### src/rtl/rpn_stack_ctrl.sv
// RPN evaluation controller: turns operand/operator tokens into push/pop strobes
// for the downstream LIFO and computes ADD/SUB/MUL/EQ on the popped entries.
module rpn_stack_ctrl #(
  parameter int W = 16,
  parameter int N = 3
) (
  input  logic         clk,
  input  logic         reset,
  input  logic         tok_valid,
  output logic         tok_ready,
  input  logic         tok_is_op,
  input  logic [W-1:0] tok_data,
  output logic         stk_push,
  output logic         stk_pop,
  output logic [W-1:0] stk_datain,
  input  logic [W-1:0] stk_dataout,
  input  logic         stk_full,
  input  logic         stk_empty,
  output logic [W-1:0] result,
  output logic         result_valid,
  output logic         err,
  output logic [1:0]   err_code
);

  localparam int DW = $clog2(N + 1);
  localparam logic [DW-1:0] DEPTH_MAX = DW'(N);
  localparam logic [DW-1:0] DEPTH_TWO = DW'(2);

  typedef enum logic [2:0] {
    IDLE,
    PUSH,
    POP_B,
    CAP_B,
    POP_A,
    CAP_A,
    PUSH_R
  } state_t;

  state_t         state;
  state_t         state_nx;
  logic [DW-1:0]  depth;
  logic [W-1:0]   tok_q;
  logic [W-1:0]   a_q;
  logic [W-1:0]   b_q;
  logic [W-1:0]   alu_out;
  logic           is_eq;
  logic           overflow;
  logic           underflow;
  logic           tok_err;
  logic           op_is_eq;

  // Acceptance-time checks use the live token and the mirrored depth
  assign is_eq     = (tok_data[1:0] == 2'd3);
  assign overflow  = !tok_is_op && ((depth == DEPTH_MAX) || stk_full);
  assign underflow = tok_is_op && (is_eq ? ((depth == '0) || stk_empty)
                                         : (depth < DEPTH_TWO));
  assign tok_err   = overflow || underflow;
  assign op_is_eq  = (tok_q[1:0] == 2'd3);

  always_comb begin
    alu_out = '0;
    case (tok_q[1:0])
      2'd0:    alu_out = a_q + b_q;
      2'd1:    alu_out = a_q - b_q;
      2'd2:    alu_out = a_q * b_q;
      default: alu_out = '0;
    endcase
  end

  always_ff @(posedge clk or negedge reset) begin
    if (!reset) state <= IDLE;
    else        state <= state_nx;
  end

  always_comb begin
    state_nx   = state;
    tok_ready  = 1'b0;
    stk_push   = 1'b0;
    stk_pop    = 1'b0;
    stk_datain = '0;
    case (state)
      IDLE: begin
        tok_ready = 1'b1;
        if (tok_valid && !tok_err) state_nx = tok_is_op ? POP_B : PUSH;
      end
      PUSH: begin
        stk_push   = 1'b1;
        stk_datain = tok_q;
        state_nx   = IDLE;
      end
      POP_B: begin
        stk_pop  = 1'b1;
        state_nx = CAP_B;
      end
      CAP_B:   state_nx = op_is_eq ? IDLE : POP_A;
      POP_A: begin
        stk_pop  = 1'b1;
        state_nx = CAP_A;
      end
      CAP_A:   state_nx = PUSH_R;
      PUSH_R: begin
        stk_push   = 1'b1;
        stk_datain = alu_out;
        state_nx   = IDLE;
      end
      default: state_nx = IDLE;
    endcase
  end

  // Popped data is registered by the stack, so it is captured one cycle after each pop
  always_ff @(posedge clk or negedge reset) begin
    if (!reset) begin
      depth        <= '0;
      tok_q        <= '0;
      a_q          <= '0;
      b_q          <= '0;
      result       <= '0;
      result_valid <= 1'b0;
    end else begin
      result_valid <= 1'b0;
      if (state == IDLE && tok_valid && !tok_err) tok_q <= tok_data;
      case (state)
        PUSH:   depth <= depth + DW'(1);
        CAP_B: begin
          b_q   <= stk_dataout;
          depth <= depth - DW'(1);
          if (op_is_eq) begin
            result       <= stk_dataout;
            result_valid <= 1'b1;
          end
        end
        CAP_A: begin
          a_q   <= stk_dataout;
          depth <= depth - DW'(1);
        end
        PUSH_R: depth <= depth + DW'(1);
        default: ;
      endcase
    end
  end

  always_ff @(posedge clk or negedge reset) begin
    if (!reset) begin
      err      <= 1'b0;
      err_code <= 2'b00;
    end else if (state == IDLE && tok_valid && tok_err) begin
      err      <= 1'b1;
      err_code <= overflow ? 2'b10 : 2'b01;
    end
  end

endmodule

### config.mk
export PLATFORM = sky130hd
export DESIGN_NAME = rpn_stack_ctrl
export DESIGN_NICKNAME = d
export VERILOG_FILES = /design/src/rtl/rpn_stack_ctrl.sv
export SDC_FILE = /design/constraint.sdc
export NUM_CORES = 1
export LEC_CHECK = 0
export CELL_PAD_IN_SITES_DETAIL_PLACEMENT = 1
export CELL_PAD_IN_SITES_GLOBAL_PLACEMENT = 2
export CORE_MARGIN = 4
export CORE_UTILIZATION = 41
export CTS_BUF_LIST = sky130_fd_sc_hd__clkbuf_8 sky130_fd_sc_hd__clkbuf_16
export CTS_CLUSTER_DIAMETER = 120
export DETAILED_ROUTE_END_ITERATION = 7
export HOLD_SLACK_MARGIN = 0.03
export PLACE_DENSITY_LB_ADDON = 0.15
export SLEW_MARGIN = 5
export SYNTH_ARGS = -nofsm -noshare
export SYNTH_HDL_FRONTEND = slang
export SYNTH_SLANG_ARGS = --single-unit
### constraint.sdc
create_clock -name clk -period 13.45 [get_ports clk]
set_input_delay 2.69 -clock clk [delete_from_list [all_inputs] [get_ports clk]]
set_output_delay 2.69 -clock clk [all_outputs]
set_load 0.05 [all_outputs]
==> results.sh <==
export IMPL_status="finished, final reports clean"
export IMPL_drc=0
export IMPL_core_area_mm2=0.01940
export IMPL_cp_data_required_time_ns=10.76
export IMPL_use_met1=0.2835
export IMPL_grt_pass1_wl_mm=37.59
export IMPL_fmaxAchievable_ghz=0.1045
export IMPL_arrival_ns=6.88
export IMPL_cts_root_buf="clkbuf_16"
export IMPL_syn_avg_cell_area_um2=9.550
export IMPL_ctsResizeCount=0
export IMPL_area_growth_pct=15.91
export IMPL_cp_max_fo=18
export IMPL_path_delay_family="adder cells"
export IMPL_synth_mux_area_frac=0.09060
export IMPL_hpwl_mm=18.37
export IMPL_insertion_delay_ns=0.34
export IMPL_tns_ns=0
export IMPL_die_h_um=148.4
export IMPL_relSlewSlack=0.2576
export IMPL_grt_usage=0.2188
export IMPL_tightest_slew_ns=1.109
export IMPL_yosys_warnings=0
export IMPL_postCtsSetupBuffers=0
export IMPL_dieWidth_um=148.4
export IMPL_nets=1085
export IMPL_dp_cells=1154
export IMPL_finalCriticalPeriod_ns=9.569
export IMPL_synth_compound_area_share=0.08750
export IMPL_fin_crit_sh=0.7115
export IMPL_firstDrtPassIters=4
export IMPL_slew_violations=0
export IMPL_synth_simple_gate_area_frac=0.1423
export IMPL_holdWs_ns=0.4713
export IMPL_gr_total_overflow=0
export IMPL_dieArea_mm2=0.02202
export IMPL_routedWlPerCell_um=20.12
export IMPL_start_util=0.4165
export IMPL_synthAdderAreaFrac=0.3029
export IMPL_synth_edf_count=0
export IMPL_cp_depth=18
export IMPL_grt_max_degree=74
export IMPL_port_buffer_count=76
export IMPL_grt_busiest_layer="met2"
export IMPL_clock_sinks=73
export IMPL_finalNonFillerCells=1170
export IMPL_synth_xor_area_frac=0.07589
export IMPL_cts_hold_buffers_added=0
export IMPL_synthFlopType="dfrtp_1"
export IMPL_viasPerCell=5.276
export IMPL_rows=51
export IMPL_end_kind="output port"
export IMPL_synthCells=846
export IMPL_hold_violations=0
export IMPL_cts_clk_slew_worst_paths_ns=0.06
export IMPL_cts_made_buffers=9
export IMPL_path_cells="nand2_1 > fa_1 > fa_1 > fa_1 > fa_1 > inv_1 > fa_1 > inv_1 > fa_1 > inv_1 > ha_1 > nand3_1 > nand2_1 > a41o_1 > o41ai_1 > xnor2_1 > o221ai_1 > clkdlybuf4s50_1"
export IMPL_vias=6173
export IMPL_setup_violations=0
export IMPL_ioPinCount=77
export IMPL_grt_pass1_vias=6878
export IMPL_synth_top_family_by_area="adder cells"
export IMPL_worst_setup_path_type="flop to output port"
export IMPL_synth_seq_cells=73
export IMPL_hold_path_depth=1
export IMPL_htreeDepth=3
export IMPL_cts_tree="built"
export IMPL_max_cap_violations=0
export IMPL_yosysUniqueCellTypes=55
export IMPL_drt_total_wl_mm=23.54
export IMPL_cts_buffer_depth=2
export IMPL_grt_setup_unrepaired="false"
export IMPL_antenna_found_initial=0
export IMPL_globalRouteMet3Util=0.02712
export IMPL_cp_common_cell="fa_1"
export IMPL_antenna_cells=0
export IMPL_hold_path_class="flop to flop"
export IMPL_globalplace_congestion=0.8495
export IMPL_ys_seq_area_frac=0.2261
export IMPL_syn_nets=1031
export IMPL_critPathMaxStageDelay_ns=0.85
export IMPL_path_buf_inv=4
export IMPL_ant_nets=0
export IMPL_clock_skew_final_ns=0.009851
export IMPL_synthArstFlopShare=1.000
export IMPL_first_iter_violations=194
export IMPL_drive_gt1_frac=0.08398
export IMPL_worst_path_max_delay_cell="clkdlybuf4s50_1"
export IMPL_r2r_cells=4
export IMPL_use_met2=0.3905
export IMPL_netlist_area_mm2=0.008079
export IMPL_fin_util=0.4827
export IMPL_start_kind="flop"
-- flip-flops by register name, summed over array words and instances, names as in the netlist --
register / count
b_q: 16
state: 3
tok_q: 16
result_valid: 1
err: 1
depth: 2
err_code: 2
result: 16
a_q: 16
-- worst reg2reg max path: cells and delay by family (launching register included) --
kind	cells	cell delay [ns]
flops	1	0.61
buf+inv	1	0.29
mux	1	0.37
simple gates	2	1.12
-- placed cells by master, fill, tap and decap left out, types with 4 or more instances in the layout --
cell / netlist / layout
o21ai_0: 13 / 13
nor2b_1: 7 / 7
a21oi_1: 24 / 24
inv_1: 125 / 125
nand2_1: 88 / 88
nand3_1: 7 / 7
nand2b_1: 6 / 6
clkbuf_16: 0 / 9
ha_1: 66 / 66
nor3_1: 11 / 11
or2_2: 4 / 4
a211oi_1: 4 / 4
o22ai_1: 5 / 5
dfrtp_1: 73 / 73
and2_1: 62 / 62
o21a_1: 5 / 5
xor2_1: 20 / 20
mux2_2: 46 / 46
mux2_1: 19 / 19
clkdlybuf4s50_1: 0 / 75
nor2_1: 32 / 32
fa_1: 81 / 81
xnor2_1: 50 / 50
a31oi_1: 4 / 4
a22o_1: 12 / 12
a21o_1: 4 / 4
-- metrics by stage --
step / area (um2) / setup slack, ns
after floorplan: 8079 / 4.843
after CTS: 9364 / 3.833
final: 9364 / 3.881
after detailed placement: 9055 / 4.193
after global placement: 9055 / 4.294
after global routing: 9364 / 3.538
-- area by class of cell --
type / instances / area (um2)
clock buffers: 9 / 225.2
multi-input cells: 613 / 5654
clock inverters: 7 / 83.83
flip-flops and latches: 73 / 1827
repair buffers: 78 / 773.2
inverters: 125 / 469.2
well taps: 265 / 331.6
fillers: 2240 / 10030
-- synth_stat cells, drive strengths merged (3+ instances only) --
cell type | count | area [um2]
a211oi | 4 | 30.03
a21o | 4 | 30.03
a21oi | 24 | 120.1
a22o | 12 | 105.1
a31oi | 4 | 25.02
and2 | 62 | 387.9
and3 | 3 | 18.77
buf | 4 | 17.52
clkbuf | 31 | 116.4
dfrtp | 73 | 1827
fa | 81 | 1622
ha | 66 | 825.8
inv | 125 | 469.2
mux2 | 65 | 732.0
nand2 | 88 | 330.3
nand2b | 6 | 37.54
nand3 | 7 | 35.03
nand3b | 3 | 22.52
nor2 | 32 | 120.1
nor2b | 7 | 43.79
nor3 | 12 | 65.06
o21a | 5 | 37.54
o21ai | 16 | 80.07
o221ai | 4 | 41.29
o22ai | 5 | 31.28
or2 | 4 | 25.02
xnor2 | 50 | 437.9
xor2 | 20 | 175.2
-- per-layer routing --
| metal | up-vias | routed length [um] | share of wire |
|---|---|---|---|
| met5 | - | 0 | 0 |
| met1 | 3213 | 10250 | 0.44 |
| met4 | 0 | 411 | 0.017 |
| li1 | 2836 | - | - |
| met2 | 104 | 12080 | 0.51 |
| met3 | 20 | 792 | 0.034 |
-- logic make-up after synthesis --
group | count (synthesis)
mux | 65
xor+xnor | 70
simple gates | 232
flops | 73
fa+ha+maj | 147
buf+inv | 160
compound gates | 99
-- final timing paths --
| check | slack [ns] | end | start |
|---|---|---|---|
| min in group asynchronous | 2.48 | err | reset |
| max | 3.88 | stk_datain[15] | b_q[2] |
| min | 0.47 | err | err |
| max reg2reg | 10.95 | result[13] | state[1] |
| max in group asynchronous | 10.31 | a_q[4] | reset |
| min reg2reg | 0.47 | err | err |
Power is not shown: default switching activity piles up to over one toggle a cycle in this logic, so the estimate is an artifact.
